$ cat src/rtl/ahb3lite_sram_initiator.sv
// ahb3lite_sram_initiator: AHB3-Lite slave bridging to a single-port synchronous SRAM.
module ahb3lite_sram_initiator #(
  parameter int MEM_SIZE_BYTE = 'h10000,
  parameter int PLEN = 32,
  parameter int XLEN = 32,
  parameter int WORD_AW = PLEN - 2
) (
  input  logic               HCLK,
  input  logic               HRESETn,
  input  logic               HSEL,
  input  logic [PLEN-1:0]    HADDR,
  input  logic               HWRITE,
  input  logic [2:0]         HSIZE,
  input  logic [1:0]         HTRANS,
  input  logic [XLEN-1:0]    HWDATA,
  input  logic               HREADY,
  output logic               HREADYOUT,
  output logic               HRESP,
  output logic [XLEN-1:0]    HRDATA,
  output logic               ce,
  output logic               we,
  output logic               oe,
  output logic [WORD_AW-1:0] waddr,
  output logic [XLEN-1:0]    din,
  output logic [3:0]         sel,
  input  logic [XLEN-1:0]    dout
);
  typedef enum logic [2:0] {IDLE, WRITE, RD_ACC, RD_DATA, ERR1, ERR2} state_t;
  localparam logic [PLEN:0] MEM_LIM = (PLEN+1)'(MEM_SIZE_BYTE);
  state_t state, state_nxt;
  logic [WORD_AW-1:0] addr_q;
  logic [3:0] sel_q, lanes;
  logic open, accept, err;
  always_comb begin
    open = state inside {IDLE, WRITE, RD_DATA, ERR2};
    accept = open && HSEL && HREADY && (HTRANS inside {2'b10, 2'b11});
    lanes = HSIZE == 3'b000 ? 4'b0001 << HADDR[1:0] :
            HSIZE == 3'b001 ? (HADDR[1] ? 4'b1100 : 4'b0011) : 4'b1111;
    err = (HSIZE > 3'b010) || (HSIZE == 3'b001 && HADDR[0]) ||
          (HSIZE == 3'b010 && HADDR[1:0] != 2'b00) || ({1'b0, HADDR} >= MEM_LIM);
    state_nxt = accept ? (err ? ERR1 : HWRITE ? WRITE : RD_ACC) :
                state == RD_ACC ? RD_DATA : state == ERR1 ? ERR2 : IDLE;
  end
  // Error beats leave the SRAM address untouched so waddr keeps its last real value.
  always_ff @(posedge HCLK or negedge HRESETn) begin
    if (!HRESETn) begin
      state <= IDLE;
      addr_q <= '0;
      sel_q <= '0;
    end else begin
      state <= state_nxt;
      if (accept && !err) begin
        addr_q <= HADDR[WORD_AW+1:2];
        sel_q <= lanes;
      end
    end
  end
  assign ce = state inside {WRITE, RD_ACC};
  assign we = state == WRITE;
  assign oe = state == RD_ACC;
  assign waddr = addr_q;
  assign din = state == WRITE ? HWDATA : '0;
  assign sel = state == WRITE ? sel_q : state == RD_ACC ? 4'b1111 : 4'b0000;
  assign HREADYOUT = !(state inside {RD_ACC, ERR1});
  assign HRESP = state inside {ERR1, ERR2};
  assign HRDATA = state == RD_DATA ? dout : '0;
endmodule

$ cat config.mk
export PLATFORM = sky130hd
export DESIGN_NAME = ahb3lite_sram_initiator
export DESIGN_NICKNAME = d
export VERILOG_FILES = /design/src/rtl/ahb3lite_sram_initiator.sv
export SDC_FILE = /design/constraint.sdc
export NUM_CORES = 1
export LEC_CHECK = 0
export CAP_MARGIN = 25
export CORE_ASPECT_RATIO = 0.8
export CORE_MARGIN = 10
export CORE_UTILIZATION = 26
export DETAILED_ROUTE_END_ITERATION = 16
export PLACE_DENSITY = 0.86
export SLEW_MARGIN = 10
export SYNTH_ARGS = -nofsm -noshare
export SYNTH_HDL_FRONTEND = slang
export SYNTH_SLANG_ARGS = --single-unit
$ cat constraint.sdc
create_clock -name HCLK -period 1.9 [get_ports HCLK]
set_clock_uncertainty 0.05 [all_clocks]
set_input_delay 0.285 -clock HCLK [delete_from_list [all_inputs] [get_ports HCLK]]
set_output_delay 0.285 -clock HCLK [all_outputs]
set_load 0.01 [all_outputs]
== Yosys cells after proc, flatten, opt, wreduce, memory -nomap -nowiden ==
Index checks and enable logic that the tools add are counted.

* Shift-type cells: 1
* Equal/unequal tests: 9
* Reduce and logical (&&, ||, !) cells: 19
* Muxes and demuxes: 12
* Order comparisons: 2

{| class="wikitable"
|+ Operator list
! kind !! number
|-
| $mux W32 || 2
|-
| $ge A32 B17 Y1 const B || 1
|-
| $mux W4 || 5
|-
| $mux W3 || 4
|-
| $reduce_bool A2 Y1 || 5
|-
| $eq A3 B2 Y1 const B || 3
|-
| $eq A3 B1 Y1 const B || 2
|-
| $eq A3 B3 Y1 const B || 2
|-
| $logic_and A1 B1 Y1 || 6
|-
| $logic_not A3 Y1 || 2
|-
| $eq A2 B2 Y1 const B || 2
|-
| $reduce_bool A4 Y1 || 1
|-
| $shl A1 B2 Y4 const A || 1
|-
| $gt A3 B2 Y1 const B || 1
|-
| $logic_or A1 B1 Y1 || 3
|-
| $logic_not A1 Y1 || 2
|-
| $mux W2 || 1
|}

* Register bits after elaboration: 37
* Output and inout port bits: 103
* Logic and storage cells: 46
* Bits of input ports: 106

== Longest topological paths before layout ==
Gate-level depths: netlist of run 1.

* Word-level depth: 7
* Depth in mapped cells: 6

== Worst setup path after synthesis of run 1 ==
No wires, ideal clock.

* Kind: register -> register
* Start point: reg state[1]
* End point: reg addr_q[10] (netlist: waddr[10])
* Stages on the path, launching flop included: 6
* Arrival time: 1,837 ps
* Slack: -114 ps
* Setup time: 127 ps
* Required time: 1,723 ps
* Path through: dfrtp_1 -> nor2_2 -> o2111ai_2 -> nor4_4 -> buf_6 -> mux2_1

* Cells in the longest elaborated chain, start to end: 6
* Elaborated cells between the ends (all ways): 9

{| class="wikitable"
|+ Ends and longest elaborated chain
! element !! RTL line !! text
|-
| from (decl) || 30 || <nowiki>state_t state, state_nxt;</nowiki>
|-
| from (signal assigned) || 51 || <nowiki>state <= state_nxt;</nowiki>
|-
| $eq A3 B1 Y1, or another cell as far along || 35 || <nowiki>open = state inside {IDLE, WRITE, RD_DATA, ERR2};</nowiki>
|-
| $reduce_bool A4 Y1 (*) || 35 ||
|-
| $logic_and A1 B1 Y1 (*) (3 in series) || 36 || <nowiki>accept = open && HSEL && HREADY && (HTRANS inside {2'b10, 2'b11});</nowiki>
|-
| $logic_and A1 B1 Y1 (*) || 52 || <nowiki>if (accept && !err) begin</nowiki>
|-
| to (signal assigned) || 53 || <nowiki>addr_q <= HADDR[WORD_AW+1:2];</nowiki>
|-
| to (decl) || 31 || <nowiki>logic [WORD_AW-1:0] addr_q;</nowiki>
|}

Mark *: on every way between the ends. The rest lies on a longest branch, timed or not.
A chain may end at the register's enable or synchronous reset.

== Final worst setup path of run 1 ==
* Start point: reg state[2]
* End point: reg addr_q[10] (netlist: waddr[10])

Same word-level chain as after synthesis.

==> key figures, run 1 <==
Status
  – Status: finished clean

Floorplanning
  – DIE HEIGHT: 97.5 um
  – Initial Utilization: 0.265
  – Die ar.: around 11000 um^2
  – I/O Pins: between 200 and 250
  – Die Wd: 117 um
  – Core area: 7360 um^2
  – FP Rows: 28

Timing
  – Worst Tran Pin Value: 0.850 ns
  – Relative slew slack: 0.433
  – Min cycle time layout: 1.90 ns
  – FMAX: 0.527 GHz
  – Final hold vios: 0
  – Setup_tns: 0 ns
  – Count of final max-slew check failures: 0
  – Unrepaired setup endpoints after global routing: true
  – Tcrit/Tclk final: 0.999
  – Final setup viols: 0

Placed design
  – Dpl hpwl: around 8300 um
  – GP Congestion: 0.754
  – I/O Buffers: 207
  – Placed inst area: 4230 um^2

Global routing
  – Top Usage Layer GRT: met2
  – Vias in the first global route: around 2.5k
  – M1 GR Usage: 0.180
  – GR Util met2: 0.335
  – First-pass GRT wire length: 15100 um
  – Largest net degree at the start of global routing: 38
  – GRT Util Overall: 0.172
  – Grt met3 use: 0.0426
  – Grt ovf: 0
  – Antenna violations before repair: 0

Drt
  – DRC Markers: 0
  – First drt pass iteration count: 4
  – Vias: 2265
  – Post-Route WL: 10700 um
  – Routed vias/inst: approximately 4.5
  – WL/cell: 21.1 um
  – Iter 0 DRT Violations: about 90
  – Final ANT Viol Nets: 0

Power
  – Leak: 2.33 nW
  – Worst vdd ir: approximately 0.26 mV
  – Pwr/cell area: 614 nW/um^2
  – Design Power: 0.00272 W

Final layout
  – Ant. Diodes: 0
  – Post-layout nets: 523
  – Area growth, synth to finish: 127%
  – Layout cells sized above 1: 0.342
  – Design area: about 4400 um^2

Clocking
  – Root buf cell: clkbuf_8
  – TritonCTS Buffers: 5
  – Clock buffer depth: 2
  – Clock latency at the later pin of the worst-skew pair: 0.28 ns
  – CTS sink cnt: 37
  – CTS tree: yes
  – Reg clk slew, reported paths: about 0.070 ns
  – Hold Buf Count CTS: 0
  – H-tree depth: 2

Worst setup path
  – Worst Setup End Kind: flop
  – Critical-path cell list: buf_6 -> nor2_4 -> buf_6 -> o2111ai_4 -> nor4_4 -> buf_4 -> clkbuf_16 -> mux2_4
  – CP max stage cell: dfrtp_1
  – Worst Path Required: 2.02 ns
  – Most used cell, CP: buf_6
  – Critical path fanouts, max: 5
  – Slowest stage delay, CP: 0.39 ns
  – Crit path launch type: flop
  – Worst EP arrival: 2.02 ns
  – Flop-to-flop setup slack: 0.001 ns
  – Setup CP Type: flop to flop

Logic synthesis
  – Most frequent cell after synthesis: dfrtp_1
  – Top_reg_cell synth: dfrtp_1
  – Cell taking the most area after synthesis: dfrtp_1
  – Syn avg cell area: 10.4 um^2
  – Cells after synthesis: around 190
  – Yosys reg bits: 37
  – Syn_nets: 294
  – Sequential fraction of the synthesis area: 0.475
  – Commonest cells in the netlist: dfrtp_1 (37), and2_1 (32), and3_1 (32)
  – Yosys cell types: 27
  – Ys async rst share: 1.00
  – Cell Area, Synth: 1950 um^2
  – YS warnings: 0
  – Top cell type's share of synthesized area: 0.475
  – Largest cells by area after synthesis: dfrtp_1 (47%), and2_1 (10%), and3_1 (10%)
  – Number of synthesized flops with an enable pin: 0

Flow run
  – Max cap viols: 0

Hold path
  – Min-Delay Path Class: input port to async pin
[kinds of logic (layout without fill, tap and decap cells)]
| family | Yosys count | in the layout | share of synthesized area |
|---|---|---|---|
| and+or+nand+nor | 100 | 100 | 0.317 |
| DFF | 37 | 37 | 0.475 |
| muxes | 18 | 18 | 0.104 |
| buffers and inverters | 17 | 247 | 0.0430 |
| AOI/OAI and AO/OA | 16 | 16 | 0.0616 |
[metrics by stage]
| step | hold slack, ns | worst slack [ns] | utilization | instances |
|---|---|---|---|---|
| after floorplan | -0.0606 | -0.00667 | - | 188 |
| after global placement | 0.357 | -0.400 | 0.574 | 488 |
| after detailed placement | 0.379 | -0.455 | 0.574 | 488 |
| after CTS | 0.0655 | -0.195 | 0.599 | 510 |
| after global routing | 0.0979 | -0.0715 | 0.601 | 508 |
| final | 0.0509 | 0.00101 | 0.601 | 508 |
[registers in the layout, summed over array words and instances, names as in the netlist]
name   cells
state      3
waddr     30
sel_q      4
[cell usage in the layout (no fill, tap or decap), drive strengths merged, types with 5 or more instances in the layout]
| cell | Yosys | routed |
|---|---|---|
| a21o | 6 | 6 |
| dfrtp | 37 | 37 |
| dlymetal6s2s | 0 | 7 |
| and2 | 32 | 32 |
| mux2 | 18 | 18 |
| buf | 4 | 77 |
| and3 | 32 | 32 |
| nor2b | 17 | 17 |
| nor2 | 6 | 6 |
| clkbuf | 9 | 27 |
| clkdlybuf4s50 | 0 | 124 |
| o21ai | 5 | 5 |
[worst max-delay path: cells and delay by family, from the launching register on]
kind / cells / cell delay, ns
AOI/OAI and AO/OA: 1 / 0.17
muxes: 1 / 0.29
and+or+nand+nor: 2 / 0.29
buffers and inverters: 4 / 0.59
DFF: 1 / 0.39
[cell type report]
| cell class | count | area, um^2 |
|---|---|---|
| Clock buffer | 7 | 96.3 |
| Clock inverter | 1 | 5.00 |
| Fill cell | 640 | 2940 |
| Inverter | 4 | 15.0 |
| Multi-Input combinational cell | 134 | 1100 |
| Sequential cell | 37 | 927 |
| Tap cell | 90 | 113 |
| Timing Repair Buffer | 235 | 2160 |
[routing by layer]
layer  vias to the layer above  routed length [um]
li1                       1099                   -
met1                      1100                3840
met2                        60                6190
met3                         6                 594
met4                         0                  85
met5                         -                   0
[power by group]
group          switching [W]  leakage, nW  internal (W)
Combinational       0.000602         1.76      0.000693
Sequential         0.0000158        0.513      0.000807
Clock               0.000271       0.0542      0.000328
Total               0.000889         2.33       0.00183
[final timing paths]
check                                 startpoint               endpoint  cells after the start
hold reg to reg            waddr[19]$_DFFE_PN0P_  waddr[19]$_DFFE_PN0P_                      1
setup / recovery              state[2]$_DFF_PN0_  waddr[10]$_DFFE_PN0P_                      8
max in group asynchronous                HRESETn     state[1]$_DFF_PN0_                      1
min in group HCLK          waddr[19]$_DFFE_PN0P_  waddr[19]$_DFFE_PN0P_                      1
setup reg to reg              state[2]$_DFF_PN0_  waddr[10]$_DFFE_PN0P_                      8
hold / removal                           HRESETn   waddr[0]$_DFFE_PN0P_                      1
[what timing repair did]
| item | 4_1_cts | 5_1_grt |
|---|---|---|
| endpoints found under the hold margin | 0 | 0 |
| gates resized for setup | 266 | 73 |
| pin swaps | 6 | 9 |
| setup endpoints to repair | 109 | 103 |
| setup buffers | 10 | 2 |
| gates cloned | 4 | 2 |
(Power assumes the default switching activity.)
==> run 2: changes to the inputs <==
--- a/config.mk
+++ b/config.mk
@@ -8,10 +8,12 @@
 export CAP_MARGIN = 25
 export CORE_ASPECT_RATIO = 0.8
 export CORE_MARGIN = 10
-export CORE_UTILIZATION = 26
+export CORE_UTILIZATION = 50
 export DETAILED_ROUTE_END_ITERATION = 16
-export PLACE_DENSITY = 0.86
-export SLEW_MARGIN = 10
+export DONT_BUFFER_PORTS = 1
+export PLACE_DENSITY = 0.76
+export SKIP_LAST_GASP = 1
+export SLEW_MARGIN = 0
 export SYNTH_ARGS = -nofsm -noshare
 export SYNTH_HDL_FRONTEND = slang
 export SYNTH_SLANG_ARGS = --single-unit
==> run 2 against run 1 <==
Register-to-register slack gained 0.11 ns. Die area decreased by 40%. Fmax is 4.3% higher. Non-clock buffer count fell by 223. Clock-buffer cell count shrank 2. Worst setup slack gained 0.078 ns. Via count fell by 34%. Final cell count fell by 50%. Core utilization fell by 1.7 points. Combinational power shrank 49%. Largest cell class is now multi-input gates.
==> key figures, run 2 (synthesis results as in run 1) <==
Drt
  – WL/cell: 27.7 um (+31%)
  – Iter 0 DRT Violations: 102 (+11%)
  – DRC Markers: 0 (unchanged)
  – Final ANT Viol Nets: 0 (unchanged)
  – Vias: 1489 (-34%)
  – First drt pass iteration count: 4 (unchanged)
  – Post-Route WL: 6970 um (-35%)
  – Routed vias/inst: 5.91 (+33%)

Final layout
  – Max reg flops: 30 (unchanged)
  – Post-layout nets: 300 (-43%)
  – Fill cell instance count of the final layout: 312 (-51%)
  – Commonest non-fill, non-tap cell in the layout: dfrtp_1
  – Most frequent cells in the layout: dfrtp_1 (36), and2_1 (32), and3_1 (32)
  – Layout cells sized above 1: 0.174 (-0.168)
  – Area growth, synth to finish: 13.1%

Floorplanning
  – Core area: 3780 um^2 (-49%)
  – Die Wd: 89.8 um (-23%)
  – FP Rows: 20 (-29%)
  – Initial Utilization: 0.516 (+0.251)
  – I/O Pins: 209 (unchanged)
  – DIE HEIGHT: 75.9 um (-22%)
  – Die ar.: 6810 um^2 (-40%)

Worst setup path
  – R2r startpoint: state[1]$_DFF_PN0_
  – Worst Path Required: 1.56 ns (-0.46 ns)
  – Worst EP arrival: 1.49 ns (-0.53 ns)
  – Critical path fanouts, max: 16 (+11)
  – Slowest stage delay, CP: 0.43 ns (+0.04 ns)
  – Crit path launch type: flop
  – Flop-to-flop setup slack: 0.11 ns (+0.11 ns)
  – Setup CP Type: flop to primary output
  – Reg2reg end: waddr[3]$_DFFE_PN0P_
  – Reg2Reg Depth: 5 (-3)
  – Critical-path cell list: nand2b_1 -> nor2_2 -> buf_6 -> and2_1
  – Worst Setup End Kind: primary output
  – CP max stage cell: dfrtp_1

Clocking
  – Clock latency at the later pin of the worst-skew pair: 0.28 ns (about the same)
  – Root buf cell: clkbuf_8
  – CTS sink cnt: 37 (unchanged)
  – Clock buffer depth: 2 (unchanged)
  – CTS tree: yes
  – H-tree depth: 2 (unchanged)
  – TritonCTS Buffers: 5 (unchanged)
  – Reg clk slew, reported paths: 0.07 ns (about the same)

Timing
  – Count of final max-slew check failures: 0 (unchanged)
  – Unrepaired setup endpoints after global routing: true
  – Final hold vios: 0 (unchanged)
  – Relative slew slack: 0.695 (+0.262)
  – Min cycle time layout: 1.82 ns (-0.0780 ns)
  – Setup_tns: 0 ns (unchanged)
  – Tcrit/Tclk final: 0.958 (-0.0411)
  – Final worst slack: 0.0790 ns (+0.0780 ns)
  – Final setup viols: 0 (unchanged)
  – FMAX: 0.549 GHz (+4.3%)
  – Worst Tran Pin Value: 0.452 ns (-0.398 ns)

Hold path
  – Hold_sp: HWRITE
  – Min-Delay Path Class: input port to flop
  – Worst hold stages: 1
  – Hold EP: state[0]$_DFF_PN0_

Global routing
  – Antenna violations before repair: 2 (+2)
  – First-pass GRT wire length: 9120 um (-40%)
  – Largest net degree at the start of global routing: 38 (unchanged)
  – GRT Util Overall: 0.169 (-0.00291)
  – Grt ovf: 0 (unchanged)
  – Vias in the first global route: 1494 (-40%)

Placed design
  – Dpl hpwl: 5760 um (-31%)
  – I/O Buffers: 0 (-100%)
  – Pre-CTS WS: 0.0485 ns (+0.504 ns)
  – GP Congestion: 0.728 (-3.5%)

Power
  – Worst vdd ir: 0.367 mV (+38%)
  – Pwr/cell area: 911 nW/um^2 (+48%)
  – Leak: 1.24 nW (-47%)

Flow run
  – Max cap viols: 0 (unchanged)

Status
  – Status: finished clean
## run 2: power breakdown
group          switching (W)  total [W]  internal (W)  leakage [nW]
clock network       0.000262   0.000515      0.000253        0.0439
logic               0.000397   0.000660      0.000263         0.679
registers          0.0000271   0.000836      0.000809         0.513
## run 2: worst max-delay path by stage
stage / from / end / cells past startpoint
6_report: state[2]$_DFF_PN0_ / HRDATA[17] / 4
5_1_grt: state[2]$_DFF_PN0_ / HRDATA[17] / 4
4_1_cts: state[0]$_DFF_PN0_ / HRDATA[17] / 5
3_5_place_dp: HSIZE[0] / sel_q[1]$_DFFE_PN0P_ / 5
3_3_place_gp: HSIZE[0] / waddr[1]$_DFFE_PN0P_ / 5
2_1_floorplan: HADDR[30] / waddr[10]$_DFFE_PN0P_ / 5
## run 2: routing by layer
layer | share of wire | track usage | vias up
met3 | 0.12 | 0.108 | 4
met4 | 0.0056 | 0.0429 | 2
li1 | - | - | 648
met2 | 0.53 | 0.277 | 94
met5 | 0.0010 | 0 | -
met1 | 0.34 | 0.180 | 741
## run 2: per-stage QoR
stage	util	instances	power (W)	area (um^2)	hold WS, ns
2_1_floorplan	-	188	0.00128	1960	-0.0606
3_3_place_gp	0.535	237	0.00138	2020	-0.0596
3_5_place_dp	0.535	237	0.00139	2020	-0.0596
4_1_cts	0.567	247	0.00194	2140	0.0772
5_1_grt	0.583	251	0.00213	2200	0.0636
6_report	0.584	252	0.00201	2210	0.0858
## run 2: what timing repair did
action | in CTS | in global routing
cloned | 0 | 2
gates resized for setup | 1 | 8
hold endpoints to repair | 37 | 0
pin swaps | 0 | 0
setup endpoints to repair | 16 | 38
hold buffers | 2 | 0
buffers inserted | 0 | 1
## run 2: area by class of cell
class / count / area [um^2] / share of cell area
Clock inverter: 3 / 17.5 / 0.00794
Sequential cell: 37 / 927 / 0.420
Clock buffer: 5 / 68.8 / 0.0312
Inverter: 4 / 15.0 / 0.00680
Tap cell: 55 / 68.8 / 0.0312
Timing Repair Buffer: 12 / 155 / 0.0703
Multi-Input combinational cell: 134 / 950 / 0.430
Antenna cell: 2 / 5.00 / 0.00227
## run 2: worst max-delay path: cells and delay by family (launching register included)
family	cells	cell delay [ns]
buffers and inverters	1	0.17
flip-flops	1	0.43
AND/OR/NAND/NOR	3	0.60
